### src/rtl/mul_iter_if.sv
// Start/busy/done handshake bundle for the iterative HI/LO multiplier.
// The master drives operands and control; the slave returns status and the result.
interface mul_iter_if #(
  parameter int WIDTH = 32
);
  logic               start;
  logic               is_signed;
  logic               acc_en;
  logic               cancel;
  logic [WIDTH-1:0]   a;
  logic [WIDTH-1:0]   b;
  logic               busy;
  logic               done;
  logic [2*WIDTH-1:0] z;

  modport master (
    output start, is_signed, acc_en, cancel, a, b,
    input  busy, done, z
  );

  modport slave (
    input  start, is_signed, acc_en, cancel, a, b,
    output busy, done, z
  );
endinterface

### src/rtl/mul_iter.sv
// Multi-cycle shift-add multiplier with signed/unsigned operands,
// multiply-accumulate into the held result and flush cancel.
module mul_iter #(
  parameter int WIDTH          = 32,
  parameter int BITS_PER_CYCLE = 1
) (
  input logic   clk,
  input logic   reset,
  mul_iter_if.slave bus
);
  localparam int N  = WIDTH / BITS_PER_CYCLE;
  localparam int CW = $clog2(N + 1);
  localparam int ZW = 2 * WIDTH;

  typedef enum logic [1:0] {
    IDLE,
    RUN,
    FINISH
  } state_t;

  state_t state, state_n;

  logic [ZW-1:0]    mcand;
  logic [ZW-1:0]    partial;
  logic [ZW-1:0]    addend;
  logic [ZW-1:0]    prod;
  logic [ZW-1:0]    z_q;
  logic [WIDTH-1:0] mplier;
  logic [WIDTH-1:0] mag_a;
  logic [WIDTH-1:0] mag_b;
  logic [CW-1:0]    count;
  logic             neg;
  logic             acc;
  logic             done_q;
  logic             accept;

  // Most-negative input negates to itself, which read unsigned is 2^(WIDTH-1).
  always_comb begin
    mag_a = bus.a;
    mag_b = bus.b;
    if (bus.is_signed && bus.a[WIDTH-1]) mag_a = -bus.a;
    if (bus.is_signed && bus.b[WIDTH-1]) mag_b = -bus.b;
  end

  assign accept = (state == IDLE) && bus.start && !bus.cancel;

  always_ff @(posedge clk) begin
    if (!reset) state <= IDLE;
    else        state <= state_n;
  end

  always_comb begin
    state_n = state;
    unique case (state)
      IDLE: begin
        if (accept) state_n = RUN;
      end
      RUN: begin
        if (bus.cancel)               state_n = IDLE;
        else if (count == CW'(1))     state_n = FINISH;
      end
      FINISH: begin
        state_n = IDLE;
      end
      default: state_n = IDLE;
    endcase
  end

  // One radix-2^BITS_PER_CYCLE digit of the multiplier per RUN cycle.
  always_comb begin
    addend = '0;
    for (int i = 0; i < BITS_PER_CYCLE; i++) begin
      if (mplier[i]) addend = addend + (mcand << i);
    end
    prod = neg ? -partial : partial;
  end

  always_ff @(posedge clk) begin
    if (!reset) begin
      mcand   <= '0;
      mplier  <= '0;
      partial <= '0;
      count   <= '0;
      neg     <= 1'b0;
      acc     <= 1'b0;
      z_q     <= '0;
      done_q  <= 1'b0;
    end else begin
      done_q <= 1'b0;
      unique case (state)
        IDLE: begin
          if (accept) begin
            mcand   <= {{WIDTH{1'b0}}, mag_a};
            mplier  <= mag_b;
            neg     <= bus.is_signed & (bus.a[WIDTH-1] ^ bus.b[WIDTH-1]);
            acc     <= bus.acc_en;
            count   <= CW'(N);
            partial <= '0;
          end
        end
        RUN: begin
          if (!bus.cancel) begin
            partial <= partial + addend;
            mcand   <= mcand << BITS_PER_CYCLE;
            mplier  <= mplier >> BITS_PER_CYCLE;
            count   <= count - CW'(1);
          end
        end
        FINISH: begin
          if (!bus.cancel) begin
            z_q    <= acc ? z_q + prod : prod;
            done_q <= 1'b1;
          end
        end
        default: ;
      endcase
    end
  end

  assign bus.busy = (state != IDLE);
  assign bus.done = done_q;
  assign bus.z    = z_q;
endmodule

### src/flat_wrapper.sv
// flat-port wrapper written by rule: the top's interface ports become plain ports
module mul_iter_flat 
#(
  parameter int WIDTH          = 32,
  parameter int BITS_PER_CYCLE = 1
)
  (clk, reset, bus_start, bus_is_signed, bus_acc_en, bus_cancel, bus_a, bus_b, bus_busy, bus_done, bus_z);
  mul_iter_if #(.WIDTH(WIDTH)) bus_i ();
  input logic clk;
  input logic reset;
  input wire logic [$bits(bus_i.start)-1:0] bus_start;
  input wire logic [$bits(bus_i.is_signed)-1:0] bus_is_signed;
  input wire logic [$bits(bus_i.acc_en)-1:0] bus_acc_en;
  input wire logic [$bits(bus_i.cancel)-1:0] bus_cancel;
  input wire logic [$bits(bus_i.a)-1:0] bus_a;
  input wire logic [$bits(bus_i.b)-1:0] bus_b;
  output wire logic [$bits(bus_i.busy)-1:0] bus_busy;
  output wire logic [$bits(bus_i.done)-1:0] bus_done;
  output wire logic [$bits(bus_i.z)-1:0] bus_z;
  assign bus_i.start = bus_start;
  assign bus_i.is_signed = bus_is_signed;
  assign bus_i.acc_en = bus_acc_en;
  assign bus_i.cancel = bus_cancel;
  assign bus_i.a = bus_a;
  assign bus_i.b = bus_b;
  assign bus_busy = bus_i.busy;
  assign bus_done = bus_i.done;
  assign bus_z = bus_i.z;
  mul_iter #(.WIDTH(WIDTH), .BITS_PER_CYCLE(BITS_PER_CYCLE)) u_core (.clk(clk), .reset(reset), .bus(bus_i));
endmodule
### config.mk
export PLATFORM = sky130hd
export DESIGN_NAME = mul_iter_flat
export DESIGN_NICKNAME = d
export VERILOG_FILES = /design/src/rtl/mul_iter_if.sv /design/src/rtl/mul_iter.sv /design/src/flat_wrapper.sv
export SDC_FILE = /design/constraint.sdc
export NUM_CORES = 1
export LEC_CHECK = 0
export BUFFER_PORTS_ARGS = -buffer_cell sky130_fd_sc_hd__buf_2
export CAP_MARGIN = 20
export CORE_MARGIN = 4
export CORE_UTILIZATION = 50
export DETAILED_ROUTE_END_ITERATION = 10
export MAX_ROUTING_LAYER = met4
export PLACE_DENSITY = 0.68
export SYNTH_ARGS = -nofsm -noshare
export SYNTH_HDL_FRONTEND = slang
export SYNTH_SLANG_ARGS = --single-unit
### constraint.sdc
create_clock -name clk -period 12.5 [get_ports clk]
set_input_delay 1.25 -clock clk [delete_from_list [all_inputs] [get_ports clk]]
set_output_delay 1.25 -clock clk [all_outputs]
set_load 0.02 [all_outputs]
==> metrics, run 1 <==
Fin. Hold Viols=0; DIE WIDTH=204 microns; final worst-path cycle share=0.449; largest net degree at the start of global routing=103; Design Area, Final=0.0212 sq mm; HPWL after detailed placement=42100 microns; Top FF cell, synth=dfxtp_1; CP Capture Type=flip-flop; Clock Skew=13.8 ps; syn_nets=2754; M1 WL=28000 microns; TritonCTS clock tree=yes; power per cell area=87.4 mW/mm^2; Synth Cell Area=0.0193 sq mm; Resized Gates After CTS=0; Die Span Y=204 microns; Worst EP required=12980 ps; Post-CTS Setup Repair Bufs=0; clk buf depth=3; Final Non-Filler Cells=3096; setup_tns=0 ps; worst setup path category=flip-flop to flip-flop; crit path to=u_core.bus.z[63]; Worst path depth=19; reg2reg setup slack=6890 ps; Worst Setup Start Kind=flip-flop; hold slack=474 ps; Post-DP Area=0.0202 sq mm; Synth cell types=92; clock sink total=235; Final GP Congestion=0.974; CP bufs+invs=1; clk_lat worst skew=590 ps; Tightest Pin Transition=1090 ps; Worst Hold Class=flip-flop to flip-flop; worst vdd ir=97.4 uV; Slew Limit Fails=0; reg2reg path depth=19; WL final=57100 microns; TritonCTS Buffers=29; MaxCap Viol Count=0; starting density of the core=0.509; via/cell ratio=6.11; Tot GR Track Use=0.270; Area growth syn-to-layout=9.96%; worst-path fanout max=7; initial antenna violation count=0; syn_area_per_cell=7.60 sq um; leakage=9.13 nW; vias after detailed routing=18912; Nets=2779; RR Startpoint=u_core.partial[1]; die area=0.0418 sq mm; Top Layer Used=met4; Placeable Area=0.0378 sq mm; initial DRC count=1281; RSZ-0062 raised after global routing=no; first-pass GRT wire length=91700 microns; critical path cell sequence=inv_1, ha_1, or4b_1, or3_1, nor3_2, nand3_1, o41a_1, xor2_1, ha_1, a21oi_1, o21ai_0, a21oi_1, o21ai_0, or3_1, o31a_2, nand3_1, o2bb2ai_1, mux4_1, o21a_1; grt ovf=0; ant diodes=0; Boundary Pins=136; Post-Syn Instances=2537; CTS hold repair buffers=0; Synth Warn #=0; status=finished clean; drt first pass iters=5; RR Endpoint=u_core.bus.z[63]; Clock transition at path regs=60 ps; Synth Register Bits=235; layout cell share with drive strength beyond 1=0.0936; Post-synth EDFFs=0; Arr. time, crit path=6100 ps; crit path from=u_core.partial[1]; Routed wire per std cell=18.4 microns; register area share after synthesis=0.244; final setup violation count=0; PortBufs=135; number of global-route vias before repair=17593; DRC Markers=0; placed cell count=3042; CTS HTree Levels=1; cell family with most CP delay=simple AND/OR/NAND/NOR gates; fin crit period=5610 ps; Cell Rows=71; most frequent cells in the layout=a21oi_1 (287), nand2_1 (244), dfxtp_1 (233); commonest non-fill, non-tap cell in the layout=a21oi_1; fmax=178 MHz; DRT antenna net count=0; Largest stage delay, worst path=570 ps; Slowest-stage cell, CP=mux4_1; Root Driver=clkbuf_16; met3 routed WL=3680 microns; asr flop ratio synth=0; Met2 Wirelength=24100 microns; relative slew slack=0.268
## tightest hold or removal path: stages (launching register included)
cell	delay, ps
dfxtp_1	310
nand2_1	60
a21oi_1	60
## cell usage after synthesis, types with 11 or more instances
cell type / n / share of area
a31oi_1: 25 / 0.0081
or3_1: 26 / 0.0084
a311oi_1: 11 / 0.0050
ha_1: 145 / 0.094
nor2_1: 236 / 0.046
a22o_1: 36 / 0.016
nand3_1: 26 / 0.0068
and3_1: 16 / 0.0052
nand2_1: 245 / 0.048
a22oi_1: 60 / 0.023
nand4_1: 46 / 0.015
a211oi_1: 50 / 0.019
o221ai_1: 13 / 0.0059
a21oi_1: 287 / 0.075
o31ai_1: 32 / 0.012
clkbuf_1: 137 / 0.027
and2_1: 75 / 0.024
nor4_1: 11 / 0.0036
nand2b_1: 12 / 0.0039
o211ai_1: 27 / 0.011
xnor2_1: 160 / 0.073
o21bai_1: 27 / 0.011
o21ai_0: 155 / 0.040
inv_1: 47 / 0.0092
dfxtp_1: 235 / 0.24
buf_1: 14 / 0.0027
o21ai_1: 12 / 0.0031
nor3_1: 42 / 0.011
or4_1: 15 / 0.0058
a21o_1: 77 / 0.030
xor2_1: 70 / 0.032
## where the power goes
| part | leakage, nW | switching, mW | internal, mW |
|---|---|---|---|
| Combinational | 6.71 | 0.101 | 0.0519 |
| Clock | 0.521 | 0.358 | 0.565 |
| Sequential | 1.90 | 0.0112 | 0.765 |
## layout make-up
| type | count | area [sq um] |
|---|---|---|
| well taps | 511 | 639 |
| fillers | 3656 | 16600 |
| flip-flops and latches | 235 | 4710 |
| clock inverters | 15 | 219 |
| clock buffers | 39 | 823 |
| multi-input cells | 2099 | 13800 |
| repair buffers | 149 | 781 |
| inverters | 48 | 183 |
## sequential cells by signal, summed over array words and instances, names as in the netlist, 2 cells and up
name and count:
u_core.state 2, u_core.count 6, u_core.mcand 64, u_core.partial 64, u_core.mplier 32, u_core.bus.z 64
## worst min path at each step
stage / slack (ps) / from / to / cells past startpoint
5_1_grt: 490 / u_core.mplier[1] / u_core.mplier[1] / 2
6_report: 470 / u_core.mplier[1] / u_core.mplier[1] / 2
2_1_floorplan: 430 / u_core.mplier[1] / u_core.mplier[1] / 2
3_3_place_gp: 440 / u_core.mplier[1] / u_core.mplier[1] / 2
4_1_cts: 470 / u_core.mplier[1] / u_core.mplier[1] / 2
3_5_place_dp: 460 / u_core.mplier[1] / u_core.mplier[1] / 2
## routing by layer
layer | global-route usage | vias to the layer above
met5 | - | -
li1 | - | 9416
met4 | 0.0634 | 0
met3 | 0.0333 | 83
met1 | 0.390 | 8800
met2 | 0.405 | 613
## stage by stage
stage	power, mW	util	worst slack [ps]
after floorplan	0.896	-	7560
after global placement	0.940	0.533	7100
after detailed placement	0.945	0.533	6920
after CTS	1.87	0.560	6900
after global routing	1.92	0.560	6460
final	1.85	0.560	6890
## cells by family (layout without fill, tap and decap cells)
logic type               Yosys count  after routing  share of synthesized area
AO/OA/AOI/OAI                    916            916                      0.310
AND/OR/NAND/NOR                  796            796                      0.199
flip-flops                       235            235                      0.244
XOR/XNOR                         230            230                      0.105
buffers and inverters            203            251                     0.0399
adder cells (fa/ha/maj)          147            147                     0.0962
multiplexers                      10             10                    0.00617
No activity file was read; power rests on OpenSTA's default activity.
==> run 2, diff against run 1 <==
- clock period: 12.5 -> 5.38 ns (I/O delays scaled with it)
==> run 2 against run 1 <==
Clock power increased by 130%. Largest cell class unchanged. Cell area increased by 1.4%. Via count decreased by 0.79%. Wire length decreased by 1.5%. Utilization increased by 0.76 points. Power increased by 130%. Cell count increased by 0.58%. Global-route usage decreased by 0.23 points.
==> metrics, run 2 (same netlist as run 1, synthesis figures left out) <==
critical path's most frequent cell=or4_1; Root Driver=clkbuf_16; die area=0.0418 sq mm (unchanged); Boundary Pins=136 (unchanged); reg2reg setup slack=240 ps (-6650 ps); CTS hold repair buffers=0 (unchanged); Tot GR Track Use=0.268 (-0.00228); Clk pwr share=0.491 (-0.007); MaxCap Viol Count=0 (unchanged); final worst-path cycle share=0.955 (+0.506); Worst Hold Class=primary input to flip-flop; combinational share of power=0.084 (+0.002); DIE WIDTH=204 microns (unchanged); Worst EP required=5840 ps (-7140 ps); PortBufs=135 (unchanged); DRT antenna net count=0 (unchanged); Multi-input gate area=0.0140 sq mm (+1.1%); starting density of the core=0.509 (unchanged); largest net degree at the start of global routing=79 (-23%); worst vdd ir=222 uV (+130%); Placeable Area=0.0378 sq mm (unchanged); TritonCTS clock tree=yes; Pint=3.16 mW (+130%); Clock Skew=14.2 ps (+0.405 ps); most frequent cells in the layout=a21oi_1 (284), nand2_1 (244), dfxtp_1 (233); reg2reg path depth=16 (-3); Nets=2799 (+0.72%); Hold Crit Depth=3 (+1); CTS HTree Levels=1 (unchanged); HPWL after detailed placement=42300 microns (+0.41%); Tightest Pin Transition=912 ps (-176 ps); fmax=195 MHz (+9.2%); Fin. Hold Viols=0 (unchanged); Cell Rows=71 (unchanged); CP Capture Type=flip-flop; fin crit period=5140 ps (-472 ps); Routed wire per std cell=18.1 microns (-2.0%); NetSw=1.08 mW (+130%); via/cell ratio=6.03 (-1.4%); drt first pass iters=5 (unchanged); final setup violation count=0 (unchanged); ant diodes=0 (unchanged); leakage=9.24 nW (+1.2%); clock sink total=235 (unchanged); status=finished clean; worst-path fanout max=6 (-1); Slew Limit Fails=0 (unchanged); Worst Setup Start Kind=flip-flop; Slowest-stage cell, CP=or4_1; grt ovf=0 (unchanged); total power=4.24 mW (+130%); Final GP Congestion=0.945 (-3.0%); initial antenna violation count=0 (unchanged); initial DRC count=1199 (-6.4%); WL final=56300 microns (-1.5%); Area growth syn-to-layout=11.5%; number of global-route vias before repair=17557 (-0.20%); Die Span Y=204 microns (unchanged); Arr. time, crit path=5600 ps (-500 ps); critical path cell sequence=buf_4, or4_1, or4_1, o31ai_1, xnor2_1, ha_1, a21oi_1, o211ai_1, a21oi_2, a2111oi_2, or3_4, o31a_2, nand3_1, o2bb2ai_1, mux4_1, o21a_1; commonest non-fill, non-tap cell in the layout=a21oi_1; first-pass GRT wire length=91300 microns (-0.51%); filler cell count=3702 (+1.3%); power per cell area=197 mW/mm^2 (+130%); setup_tns=0 ps (unchanged); register area=0.00471 sq mm (unchanged); worst setup path category=flip-flop to flip-flop; Clock transition at path regs=60 ps (about the same); layout cell share with drive strength beyond 1=0.110 (+0.0163); sw frac=0.255 (+0.00137); relative slew slack=0.392 (+0.123); clk buf depth=3 (unchanged); Largest stage delay, worst path=610 ps (+40 ps); DRC Markers=0 (unchanged); TritonCTS Buffers=29 (unchanged); clk_lat worst skew=570 ps (-20 ps); Sequential Power Share=0.426 (+0.007); vias after detailed routing=18763 (-0.79%)
==> run 2: timing repair <==
item / CTS / global route
resized for setup: 2 / 30
endpoints found under the setup margin: 1 / 14
pin swaps: 0 / 6
endpoints found under the hold margin: 0 / 0
gates cloned: 0 / 0
setup buffers: 0 / 4
==> run 2: critical path, delay by kind of cell (launching register included) <==
family,cells,cell delay (ps)
compound gates,8,1770
xor+xnor,1,230
mux,1,560
simple gates,4,1640
buf+inv,1,150
fa+ha+maj,1,360
flops,1,310
==> run 2: final cells by class <==
class,instances,share of cell area
clock buffers,36,0.0378
clock inverters,16,0.00944
inverters,48,0.00850
multi-input cells,2099,0.651
flip-flops and latches,235,0.219
well taps,511,0.0298
repair buffers,169,0.0443
==> run 2: layer usage <==
layer  track usage  vias up  wire length, microns
li1              -     9427                     -
met1         0.397     8724                 27700
met2         0.393      537                 23700
met3        0.0319       75                  3860
met4        0.0570        0                  1020
met5             -        -                     0
==> run 2: through the flow <==
step / instance area (sq um) / hold slack (ps) / util / worst slack [ps] / instances
after floorplan: 19300 / 431 / - / 436 / 2537
after global placement: 20300 / 440 / 0.535 / 58.8 / 3057
after detailed placement: 20300 / 452 / 0.536 / -67.9 / 3058
after CTS: 21300 / 215 / 0.563 / 34.3 / 3110
after global routing: 21500 / 242 / 0.568 / -10.9 / 3114
final: 21500 / 248 / 0.568 / 241 / 3114
==> run 2: final timing paths <==
check                endpoint              start
max          u_core.bus.z[63]  u_core.partial[0]
min                u_core.acc         bus_acc_en
max reg2reg  u_core.bus.z[63]  u_core.partial[0]
min reg2reg  u_core.mplier[1]   u_core.mplier[1]
==> run 2: power by group through the flow <==
stage	clock, mW	sequential (mW)	combinational [mW]
final	2.08	1.81	0.354
after global placement	0	1.84	0.343
after global routing	2.20	1.81	0.400
after CTS	2.13	1.81	0.353
after floorplan	0	1.83	0.249
after detailed placement	0	1.84	0.352
==> run 3, diff against run 2 <==
- CORE_UTILIZATION: 50 -> 61
- CTS_BUF_LIST: default -> sky130_fd_sc_hd__clkbuf_4
- PLACE_DENSITY: 0.68 -> 0.8
==> run 3 against run 2 <==
Non-clock buffer count is 5 lower. Sequential share of layout area increased by 0.43 points. Wire length down 1.0%. Sequential power hardly changed. Clock skew rose by 28 ps. Setup slack worse by 79 ps. Largest cell class unchanged. Clock power down 24%. Register-to-register slack worse by 80 ps. Critical endpoint unchanged.
==> metrics, run 3 (same netlist as run 1, synthesis figures left out) <==
status=finished clean; Cell Rows=64 (-9.9%); final worst-path cycle share=0.970 (+0.0146); HPWL after detailed placement=41200 microns (-2.6%); Fin. Hold Viols=0 (unchanged); grt ovf=0 (unchanged); Routed wire per std cell=18.2 microns (+0.76%); Multi-input gate area=0.0140 sq mm (-0.18%); leakage=9.17 nW (-0.75%); CP Capture Type=flip-flop; TritonCTS clock tree=yes; fmax=192 MHz (-1.5%); Die Span Y=186 microns (-9.1%); PortBufs=135 (unchanged); Boundary Pins=136 (unchanged); clk buf depth=3 (unchanged); initial DRC count=1622 (+35%); worst vdd ir=198 uV (-11%); Clock transition at path regs=80 ps (+20 ps); worst-path fanout max=7 (+1); Setup WS post-layout=162 ps (-78.6 ps); number of global-route vias before repair=17838 (+1.6%); Root Driver=clkbuf_4; Worst Setup Start Kind=flip-flop; total power=3.76 mW (-11%); setup_tns=0 ps (unchanged); Worst Hold Class=primary input to flip-flop; Arr. time, crit path=5880 ps (+280 ps); relative slew slack=0.393 (+0.000991); starting density of the core=0.624 (+0.114); via/cell ratio=6.34 (+5.3%); Final GP Congestion=0.969 (+2.6%); Slew Limit Fails=0 (unchanged); DIE WIDTH=186 microns (-9.1%); layout cell share with drive strength beyond 1=0.121 (+0.0115); DRC Markers=0 (unchanged); register area=0.00471 sq mm (unchanged); DRT antenna net count=0 (unchanged); drt first pass iters=6 (+1); die area=0.0345 sq mm (-17%); CTS HTree Levels=3 (+2); Tightest Pin Transition=911 ps (-0.505 ps); dpl ws=119 ps (+187 ps); fin crit period=5220 ps (+78.6 ps); clk_lat worst skew=770 ps (+200 ps); first-pass GRT wire length=89400 microns (-2.1%); final setup violation count=0 (unchanged); TritonCTS Buffers=68 (+130%); placed cell count=2939 (-3.9%); most frequent cells in the layout=a21oi_1 (285), nand2_1 (244), nor2_1 (233), dfxtp_1 (233), xnor2_1 (160); filler cell count=2746 (-26%); vias after detailed routing=19408 (+3.4%); power per cell area=178 mW/mm^2 (-9.7%); WL final=55700 microns (-1.0%); Clock Skew=42.6 ps (+28.5 ps); initial antenna violation count=2 (+2); Nets=2833 (+1.2%); clock sink total=235 (unchanged); commonest non-fill, non-tap cell in the layout=a21oi_1; MaxCap Viol Count=0 (unchanged); largest net degree at the start of global routing=91 (+15%); Area growth syn-to-layout=9.33%; Placeable Area=0.0309 sq mm (-18%); worst setup path category=flip-flop to flip-flop; Worst EP required=6040 ps (+200 ps); Tot GR Track Use=0.322 (+0.0545); Final Non-Filler Cells=3059 (-1.8%)
-- run 3: changes by cell type in the layout (fill, tap and decap cells not counted), sizes merged --
cell	delta
clkinv	+16
buf	-6
clkbuf	+51
diode	+2
bufinv	-4
dlygate4sd3	+1
-- run 3: power by group --
part           total (mW)  leakage, nW  switching (mW)  internal, mW
Combinational       0.356         6.81           0.231         0.125
Clock                1.59        0.460           0.828         0.766
Sequential           1.81         1.90          0.0291          1.78
-- run 3: area by class of cell --
class | count | area share
Clock buffer | 87 | 0.0310
Tap cell | 396 | 0.0235
Multi-Input combinational cell | 2099 | 0.663
Clock inverter | 28 | 0.00653
Timing Repair Buffer | 164 | 0.0441
Antenna cell | 2 | 0.000238
Sequential cell | 235 | 0.223
Inverter | 48 | 0.00867
-- run 3: metrics by stage --
step	hold WS, ps	util	area [sq um]
after floorplan	431	-	19300
after global placement	442	0.651	20100
after detailed placement	451	0.651	20100
after CTS	33.6	0.676	20900
after global routing	72.1	0.682	21100
final	93.7	0.682	21100
-- run 3: worst paths after layout --
check             cells past startpoint               from          endpoint  slack, ps
setup reg to reg                     18  u_core.partial[0]  u_core.bus.z[63]        160
setup / recovery                     18  u_core.partial[0]  u_core.bus.z[63]        160
hold / removal                        4           bus_a[5]   u_core.mcand[5]         90
hold reg to reg                       2   u_core.mplier[1]  u_core.mplier[1]        460
-- run 3: repair_timing --
action                     CTS  global route
hold endpoints to repair     1             0
buffers inserted             0             1
gates resized for setup      0            27
setup endpoints to repair    0            12
hold buffers                 1             0
-- run 3: critical path, cell delays in order (launching register included) --
cell and delay, ps:
dfxtp_1 310, inv_1 90, ha_1 180, or4b_1 460
or3_4 370, or3_1 380, o21ai_0 210, xnor2_1 200
ha_1 370, a21oi_1 270, o21ai_1 160, a21oi_1 220
a31oi_1 130, or3_4 370, o31a_2 350, nand3_1 100
o2bb2ai_1 130, mux4_1 590, o21a_1 200
-- run 3: metal layers --
layer,GRT usage,vias to the layer above,part of all wire
met5,-,-,0
met4,0.0839,0,0.018
met3,0.0578,95,0.087
met2,0.482,783,0.43
met1,0.452,8988,0.46
li1,-,9542,-
